### src/rtl/eer_pkg.sv
// ============================================================================
// Module      : eer_pkg
// Description : Shared types for the CH beacon parser and knownCH selector.
// Revision    : 1.0 - initial release
// ============================================================================
`default_nettype none

package eer_pkg;

    localparam int DEF_WORD_WIDTH = 16;

    typedef enum logic [DEF_WORD_WIDTH-1:0] {
        PKT_HB  = 16'h0001,
        PKT_CHA = 16'h0002
    } pkt_type_e;

    typedef struct packed {
        logic [DEF_WORD_WIDTH-1:0] CH_ID;
        logic [DEF_WORD_WIDTH-1:0] CH_Hops;
        logic [DEF_WORD_WIDTH-1:0] CH_QValue;
    } ch_info_t;

endpackage : eer_pkg

`default_nettype wire

### src/rtl/ch_beacon_parser.sv
// ============================================================================
// Module      : ch_beacon_parser
// Description : Fetches an 8-byte packet from receive memory and decodes
//               CHA / HB beacons for the knownCH selector.
// Revision    : 1.0 - initial release
// ============================================================================
`default_nettype none

module ch_beacon_parser
    import eer_pkg::*;
#(
    parameter int MEM_DEPTH  = 2048,
    parameter int MEM_WIDTH  = 8,
    parameter int WORD_WIDTH = DEF_WORD_WIDTH
) (
    input  logic                          clk,
    input  logic                          rst,
    input  logic [WORD_WIDTH-1:0]         my_ID,
    input  logic                          start,
    input  logic [$clog2(MEM_DEPTH)-1:0]  pkt_base,
    output logic [$clog2(MEM_DEPTH)-1:0]  mem_addr,
    input  logic [MEM_WIDTH-1:0]          mem_rdata,
    output logic                          busy,
    output logic                          done,
    output logic                          pkt_err,
    output logic                          en_KCH,
    output logic [WORD_WIDTH-1:0]         fCH_ID,
    output logic [WORD_WIDTH-1:0]         fCH_Hops,
    output logic [WORD_WIDTH-1:0]         fCH_QValue,
    output logic                          HB_reset,
    output logic [WORD_WIDTH-1:0]         HB_CHlimit
);

    localparam int ADDR_W = $clog2(MEM_DEPTH);

    typedef enum logic [1:0] {
        S_IDLE   = 2'd0,
        S_FETCH  = 2'd1,
        S_DRAIN  = 2'd2,
        S_DECODE = 2'd3
    } state_e;

    state_e                        state_q, state_d;
    logic [2:0]                    cnt_q, cnt_d;
    logic [ADDR_W-1:0]             base_q, base_d;
    logic [ADDR_W-1:0]             mem_addr_q, mem_addr_d;
    logic [3:0][WORD_WIDTH-1:0]    fields_q, fields_d;
    logic                          busy_q, busy_d;
    logic                          done_q, done_d;
    logic                          pkt_err_q, pkt_err_d;
    logic                          en_kch_q, en_kch_d;
    logic                          hb_reset_q, hb_reset_d;
    logic [WORD_WIDTH-1:0]         hb_limit_q, hb_limit_d;
    ch_info_t                      fch_q, fch_d;
    logic                          cap_en;
    logic [2:0]                    cap_idx;

    always_comb begin
        state_d    = state_q;
        cnt_d      = cnt_q;
        base_d     = base_q;
        mem_addr_d = mem_addr_q;
        fields_d   = fields_q;
        busy_d     = busy_q;
        done_d     = 1'b0;
        pkt_err_d  = 1'b0;
        en_kch_d   = 1'b0;
        hb_reset_d = 1'b0;
        hb_limit_d = hb_limit_q;
        fch_d      = fch_q;
        cap_en     = 1'b0;
        cap_idx    = 3'd0;

        case (state_q)
            S_IDLE: begin
                // busy_q still high here means this is the done cycle; start is ignored.
                busy_d = 1'b0;
                if (start && !busy_q) begin
                    state_d    = S_FETCH;
                    cnt_d      = 3'd0;
                    base_d     = pkt_base;
                    mem_addr_d = pkt_base;
                    busy_d     = 1'b1;
                end
            end
            S_FETCH: begin
                // Read data lags the address by one cycle, so capture byte cnt-1.
                cap_en  = (cnt_q != 3'd0);
                cap_idx = cnt_q - 3'd1;
                if (cnt_q == 3'd7) begin
                    state_d = S_DRAIN;
                end else begin
                    cnt_d      = cnt_q + 3'd1;
                    mem_addr_d = base_q + ADDR_W'(cnt_q) + ADDR_W'(1);
                end
            end
            S_DRAIN: begin
                cap_en  = 1'b1;
                cap_idx = 3'd7;
                state_d = S_DECODE;
            end
            S_DECODE: begin
                state_d = S_IDLE;
                done_d  = 1'b1;
                case (fields_q[0])
                    WORD_WIDTH'(PKT_CHA): begin
                        if (fields_q[1] != my_ID) begin
                            en_kch_d        = 1'b1;
                            fch_d.CH_ID     = fields_q[1];
                            fch_d.CH_QValue = fields_q[3];
                            fch_d.CH_Hops   = (&fields_q[2]) ? fields_q[2]
                                                             : fields_q[2] + WORD_WIDTH'(1);
                        end
                    end
                    WORD_WIDTH'(PKT_HB): begin
                        hb_reset_d = 1'b1;
                        hb_limit_d = fields_q[2];
                    end
                    default: pkt_err_d = 1'b1;
                endcase
            end
            default: state_d = S_IDLE;
        endcase

        // Even byte index is the MSB of its field (big-endian).
        if (cap_en) begin
            if (cap_idx[0] == 1'b0) begin
                fields_d[cap_idx[2:1]][WORD_WIDTH-1 -: MEM_WIDTH] = mem_rdata;
            end else begin
                fields_d[cap_idx[2:1]][MEM_WIDTH-1:0] = mem_rdata;
            end
        end
    end

    always_ff @(posedge clk) begin
        if (rst) begin
            state_q    <= S_IDLE;
            cnt_q      <= 3'd0;
            base_q     <= '0;
            mem_addr_q <= '0;
            fields_q   <= '0;
            busy_q     <= 1'b0;
            done_q     <= 1'b0;
            pkt_err_q  <= 1'b0;
            en_kch_q   <= 1'b0;
            hb_reset_q <= 1'b0;
            hb_limit_q <= '0;
            fch_q      <= '0;
        end else begin
            state_q    <= state_d;
            cnt_q      <= cnt_d;
            base_q     <= base_d;
            mem_addr_q <= mem_addr_d;
            fields_q   <= fields_d;
            busy_q     <= busy_d;
            done_q     <= done_d;
            pkt_err_q  <= pkt_err_d;
            en_kch_q   <= en_kch_d;
            hb_reset_q <= hb_reset_d;
            hb_limit_q <= hb_limit_d;
            fch_q      <= fch_d;
        end
    end

    assign mem_addr   = mem_addr_q;
    assign busy       = busy_q;
    assign done       = done_q;
    assign pkt_err    = pkt_err_q;
    assign en_KCH     = en_kch_q;
    assign HB_reset   = hb_reset_q;
    assign HB_CHlimit = hb_limit_q;
    assign fCH_ID     = fch_q.CH_ID;
    assign fCH_Hops   = fch_q.CH_Hops;
    assign fCH_QValue = fch_q.CH_QValue;

endmodule : ch_beacon_parser

`default_nettype wire

### config.mk
export PLATFORM = sky130hd
export DESIGN_NAME = ch_beacon_parser
export DESIGN_NICKNAME = d
export VERILOG_FILES = /design/src/rtl/eer_pkg.sv /design/src/rtl/ch_beacon_parser.sv
export SDC_FILE = /design/constraint.sdc
export NUM_CORES = 1
export LEC_CHECK = 0
export ABC_AREA = 1
export ABC_CLOCK_PERIOD_IN_PS = 2100
export CORE_MARGIN = 10
export CORE_UTILIZATION = 54
export DETAILED_ROUTE_END_ITERATION = 10
export PLACE_DENSITY = 0.79
export SKIP_LAST_GASP = 1
export SYNTH_ARGS = -nofsm -noshare
export SYNTH_HDL_FRONTEND = slang
export SYNTH_SLANG_ARGS = --single-unit
### constraint.sdc
create_clock -name clk -period 2.1 [get_ports clk]
set_input_delay 0.21 -clock clk [delete_from_list [all_inputs] [get_ports clk]]
set_output_delay 0.21 -clock clk [all_outputs]
set_load 0.02 [all_outputs]
After elaboration in Yosys (flattened, before gate mapping)
Index checks and enable logic that the tools add are counted.

cells by class
  $add $sub $neg = 5
  order comparisons = 2
  equal/unequal tests = 10
  mux-type cells = 24
  bitwise logic cells = 2
  reductions and logical operators = 15

operators with widths
  operator                                        count
  bitwise mux 64 bit                              2
  demux 16 bit (select 2 bit)                     2
  two-way mux 64 bit                              1
  two-way mux 16 bit                              2
  two-way mux 11 bit                              2
  case mux 11 bit (2 select lines)                1
  adder 16 x 1 -> 16 bit, second input constant   1
  == test 16 x 1 -> 1 bit, second input constant  1
  == test 16 x 2 -> 1 bit, second input constant  1
  != test 16 bit                                  1
  AND reduction 16 bit                            1
  case mux 3 bit (2 select lines)                 2
  adder 11 x 1 -> 11 bit, second input constant   1
  adder 11 x 3 -> 11 bit                          1
  two-way mux 8 bit                               1
  case mux 2 bit (4 select lines)                 1
  two-way mux 3 bit                               2
  != test 2 bit, second input constant            3
  AND reduction 2 bit                             3
  AND reduction 3 bit                             2
  two-way mux 1 bit                               5
  == test 2 bit, second input constant            2
  two-way mux 2 bit                               2
  OR reduction 2 bit                              2
  14 further kinds                                16

storage, ports and cells
  register bits after elaboration = 160
  output and inout port bits = 80

Logic depth before layout (Yosys ltp)
  depth in word-level cells = 8
  depth in mapped cells = 14
  mapped depth without buffers = 13

Worst setup path before layout
OpenSTA, ideal clock, no wires.

  path kind = flip-flop to flip-flop
  start point = register cnt_q[1]
  end point = register fields_q[0] (netlist bit)
  library setup time = 113 ps
  arrival time = 1,623 ps
  path slack = 365 ps
  stages on the path, launching flop included = 11
  buffers on the path = 1
  clock period less this slack = 1,735 ps
  cell sequence = dfxtp_1 > inv_1 > ha_1 > nor2_1 > o21ai_1 > inv_1 > nor2_2 > nand3_2 > buf_2 > nor2_1 > nor2_1

between the ends
  word-level cells in the longest chain between the ends = 8
  elaborated cells between the ends (all ways) = 13
  classes of those cells = add/sub: 1; order compare: 2; mux: 8; reduce/logical: 2

RTL lines
  element                                                                                                          RTL line                 text
  start: declaration                                                                                               ch_beacon_parser.sv:44   logic [2:0] cnt_q, cnt_d;
  start signal: assignment                                                                                         ch_beacon_parser.sv:151  cnt_q <= cnt_d;
  subtractor 3 x 1 -> 3 bit                                                                                        ch_beacon_parser.sv:89   cap_idx = cnt_q - 3'd1;
  case mux 3 bit (2 select lines)                                                                                  ch_beacon_parser.sv:74   case (state_q)
  < comparator 2 x 3 -> 1 bit (implied by the code) or greater-or-equal comparator 2 x 1 -> 1 bit (tied branches)  ch_beacon_parser.sv:130  fields_d[cap_idx[2:1]][MEM_WIDTH-1:0] = mem_rdata;
  logical AND 1 bit (implied by the code)                                                                          ch_beacon_parser.sv:130
  two-way mux 8 bit (implied by the code)                                                                          ch_beacon_parser.sv:130
  demux 16 bit (select 2 bit)                                                                                      ch_beacon_parser.sv:130
  bitwise mux 64 bit                                                                                               ch_beacon_parser.sv:130
  two-way mux 64 bit                                                                                               ch_beacon_parser.sv:127  if (cap_idx[0] == 1'b0) begin
  end signal: assignment                                                                                           ch_beacon_parser.sv:154  fields_q <= fields_d;
  end: declaration                                                                                                 ch_beacon_parser.sv:47   logic [3:0][WORD_WIDTH-1:0] fields_q, fields_d;

Several ways; a longest one is shown, not always the timed one.
A chain may end at the register's enable or synchronous reset.

Final worst setup path
  start point = register state_q[0]
  end point = register fields_q[46] (netlist bit)

between the ends
  word-level cells in the longest chain between the ends = 8
  elaborated cells between the ends (all ways) = 13
  classes of those cells = order compare: 2; eq/ne: 2; mux: 8; reduce/logical: 1

RTL lines
  element                                                                                                          RTL line                 text
  start: declaration                                                                                               ch_beacon_parser.sv:43   state_e state_q, state_d;
  start signal: assignment                                                                                         ch_beacon_parser.sv:150  state_q <= state_d;
  == test 2 bit or == test 2 x 1 -> 1 bit (tied branches)                                                          ch_beacon_parser.sv:74
  case mux 3 bit (2 select lines)                                                                                  ch_beacon_parser.sv:74
  < comparator 2 x 3 -> 1 bit (implied by the code) or greater-or-equal comparator 2 x 1 -> 1 bit (tied branches)  ch_beacon_parser.sv:128  fields_d[cap_idx[2:1]][WORD_WIDTH-1 -: MEM_WIDTH] = mem_rdata;
  logical AND 1 bit (implied by the code)                                                                          ch_beacon_parser.sv:128
  two-way mux 16 bit (implied by the code)                                                                         ch_beacon_parser.sv:128
  demux 16 bit (select 2 bit)                                                                                      ch_beacon_parser.sv:128
  bitwise mux 64 bit                                                                                               ch_beacon_parser.sv:128
  two-way mux 64 bit                                                                                               ch_beacon_parser.sv:127

Several ways; a longest one is shown, not always the timed one.

==> run summary <==
core area: 0.01377 mm2
first-pass GRT wire length: 31370 um
Worst Skew: 0.008380 ns
initial core utilization: 54.71%
worst endpoint data arrival time: 2.32 ns
DP HPWL: 13300 um
remaining antenna violation count after routing: 0
Die Area: 0.01908 mm2
Setup CP Type: reg -> reg
Final Non-Filler Cells: 1397
Avg Cell Area, Syn: 6.951 um2
CTS Buf Count: 17
net count after synthesis: 1136
RR Startpoint: state_q[0]
Row Count: 43
DRC Markers: 0
EDFF count, synth: 0
Clk Latency, worst-skew pair: 0.43 ns
Post-Synthesis Cells: 1084
Peak VDD IR: 0.9605 mV
IO Count: 118
Die Y: 138.1 um
CTS Root Cell: clkbuf_16
share of layout cells above drive strength 1: 10.93%
Max Slew Vio Count: 0
max cap viols: 0
H-Tree Level Count: 4
Pre-antenna DRT Iters: 8
Clk pwr share: 32.8%
Psw: 3.534 mW
GRT Residual Overflow: 0
initial antenna violation count: 0
Hold Path Depth: 3
fin nets: 1256
switching share of power: 35.01%
Fin. Hold Viols: 0
worst path required time: 2.46 ns
WL final: 19060 um
Async S/R FF share, synth: 0%
prevailing post-synth register cell: dfxtp_1
Crit. End Element: flip-flop
average routed wire per standard cell: 13.65 um
hold_buf cts: 0
vias in the first global route: 6471
Lkg Pwr: 4.469 nW
sequential share of the synthesized area: 42.51%
routed vias: 7030
Hold Crit Endpoint: mem_addr[1]
fillcell total: 1138
status: complete, no violations
crit start category: flip-flop
PortBufs: 117
Synth Warn #: 0
CP max FO: 16
reg-to-reg endpoint: fields_q[46]
slew margin rel.: 74.86%
DIE WIDTH: 138.1 um
Post-Syn Area: 0.007535 mm2
GRT Overall Usage: 19.17%
largest net degree at the start of global routing: 78
Area growth syn-to-layout: 27.81%
Max Freq: 0.5089 GHz
CTS Sinks: 160
post-synth cell types: 35
GP Congestion: 0.8672
placed cell count: 1353
hold_sp: pkt_base[1]
final worst path period need: 1.965 ns
diode count: 0
final period utilization: 93.57%
type of the tightest min-delay check: in -> reg
Comb power frac: 31.4%
reg2reg setup slack: 0.14 ns
Least-Margin Pin Slew: 0.3767 ns
RSZ-0062 raised after global routing: yes
worst r2r path cells: 8
drt first-iter violations: 520
#FFs+latches synth: 160
final total power: 10.10 mW
TritonCTS clock tree: built
Clk pin slew, worst setup/hold paths: 0.07 ns
mean number of vias per cell: 5.032
Internal: 6.561 mW
Max Root-Sink Buffers: 2
Seq pwr share: 35.8%
pwr/cell area: 1048 mW/mm2
Final setup viols: 0
==> kinds of logic (layout without fill, tap and decap cells) <==
| kind of cell | count (synthesis) | count (layout) | synth area share (%) |
|---|---|---|---|
| AO/OA/AOI/OAI | 181 | 181 | 12.19 |
| XOR/XNOR | 9 | 9 | 1.046 |
| adder cells (fa/ha/maj) | 14 | 14 | 2.425 |
| buffers and inverters | 191 | 323 | 10.76 |
| flip-flops | 160 | 160 | 42.51 |
| AND/OR/NAND/NOR | 529 | 530 | 31.07 |
==> synth_stat cells, types with 2 or more instances <==
cell	count	area, um2
nand2_1	266	998.5
buf_12	2	40.04
nor3_4	2	32.53
dfxtp_1	160	3203
ha_1	13	162.7
a211oi_1	4	30.03
xnor2_1	3	26.28
nor2_4	8	90.09
or2_2	4	25.02
inv_2	9	33.78
a31oi_1	2	12.51
nor2_1	140	525.5
inv_1	135	506.7
nand4_1	26	162.7
xor2_1	6	52.55
nand3_2	4	40.04
clkbuf_1	21	78.83
clkinv_1	2	7.510
nor2_2	35	219.0
nand3_1	27	135.1
nand3b_1	3	22.52
o21ai_0	74	370.4
buf_4	10	75.07
o21ai_1	2	10.01
a21oi_1	99	495.5
nand2_2	5	31.28
nor3_1	5	25.02
buf_2	10	50.05
==> worst max path at each step <==
stage          startpoint           end  slack (ns)  cells after the start
6_report       state_q[0]  fields_q[46]        0.14                      8
3_5_place_dp     my_ID[9]    fCH_ID[12]        0.11                     13
2_1_floorplan    cnt_q[1]   fields_q[0]        0.36                     10
4_1_cts          cnt_q[1]   fields_q[6]         0.1                     10
3_3_place_gp    my_ID[10]     fCH_ID[2]        0.17                     13
5_1_grt        state_q[0]  fields_q[44]       -0.07                      8
==> per-stage QoR <==
step / TNS (ns) / hold slack (ns) / setup WS [ns] / instance area [um2] / util, %
5_1_grt: -0.4877 / 0.4503 / -0.06579 / 9630 / 69.92
2_1_floorplan: 0 / 0.3449 / 0.3647 / 7535 / -
3_5_place_dp: 0 / 0.4516 / 0.1127 / 8847 / 64.24
4_1_cts: 0 / 0.4223 / 0.09882 / 9488 / 68.89
3_3_place_gp: 0 / 0.4471 / 0.1655 / 8847 / 64.24
6_report: 0 / 0.4221 / 0.1351 / 9630 / 69.92
==> cells in the final DEF (no fill, tap or decap), types with 2 or more instances in the layout <==
master	count
nand4_1	26
dfxtp_1	159
inv_1	134
or2_2	4
buf_4	22
clkdlybuf4s50_1	117
buf_12	6
ha_1	12
nand3b_1	3
nor3_1	5
nand3_4	2
inv_2	8
clkbuf_8	2
nand3_1	27
nor3_4	2
a21oi_1	99
a31oi_1	2
clkinv_4	3
clkbuf_16	17
nor2_1	140
clkinvlp_4	5
bufinv_16	4
nand3_2	2
nand2_2	6
a211oi_1	4
nor2_4	9
nand2_1	265
xor2_1	6
clkinv_1	2
nor2_2	35
o21ai_0	74
xnor2_1	3
o21ai_1	2
==> per-layer routing <==
| layer | wire, um | track usage (%) |
|---|---|---|
| met1 | 8865 | 24.53 |
| met3 | 988 | 4.658 |
| met4 | 212 | 5.549 |
| met5 | 0 | 0 |
| met2 | 8996 | 31.25 |
==> worst max-delay path, cell delays in order (launching register included) <==
cell	delay, ns
dfxtp_1	0.36
inv_1	0.10
ha_1	0.36
inv_1	0.09
nor2_4	0.21
nand2_2	0.20
nor2_4	0.31
o21ai_0	0.13
a21oi_1	0.14
==> power by group through the flow <==
stage	Combinational [mW]	Sequential [mW]	Clock [mW]
6_report	3.17	3.61	3.31
5_1_grt	3.55	3.65	3.43
4_1_cts	3.05	3.61	3.33
3_5_place_dp	3.02	3.67	0
3_3_place_gp	2.94	3.66	0
2_1_floorplan	2.02	3.77	0
==> state kept, by name, summed over array words and instances, names as in the netlist <==
register    count
busy            1
fields_q       64
en_KCH          1
fCH_Hops       16
HB_reset        1
HB_CHlimit     16
base_q         11
fCH_QValue     16
fCH_ID         16
mem_addr       11
done            1
state_q         2
cnt_q           3
pkt_err         1
==> repair_timing <==
item	in CTS	in global routing
setup endpoints to repair	0	55
setup buffers	0	11
gates resized for setup	0	7
==> final cells by class <==
cell class / count / area, um2 / area share, %
Multi-Input combinational cell: 734 / 3552 / 36.88
Clock inverter: 12 / 183.9 / 1.910
Clock buffer: 20 / 456.7 / 4.742
Timing Repair Buffer: 145 / 1456 / 15.12
Tap cell: 180 / 225.2 / 2.339
Inverter: 146 / 551.8 / 5.730
Sequential cell: 160 / 3204 / 33.27
Power figures use the tool's default switching activity.
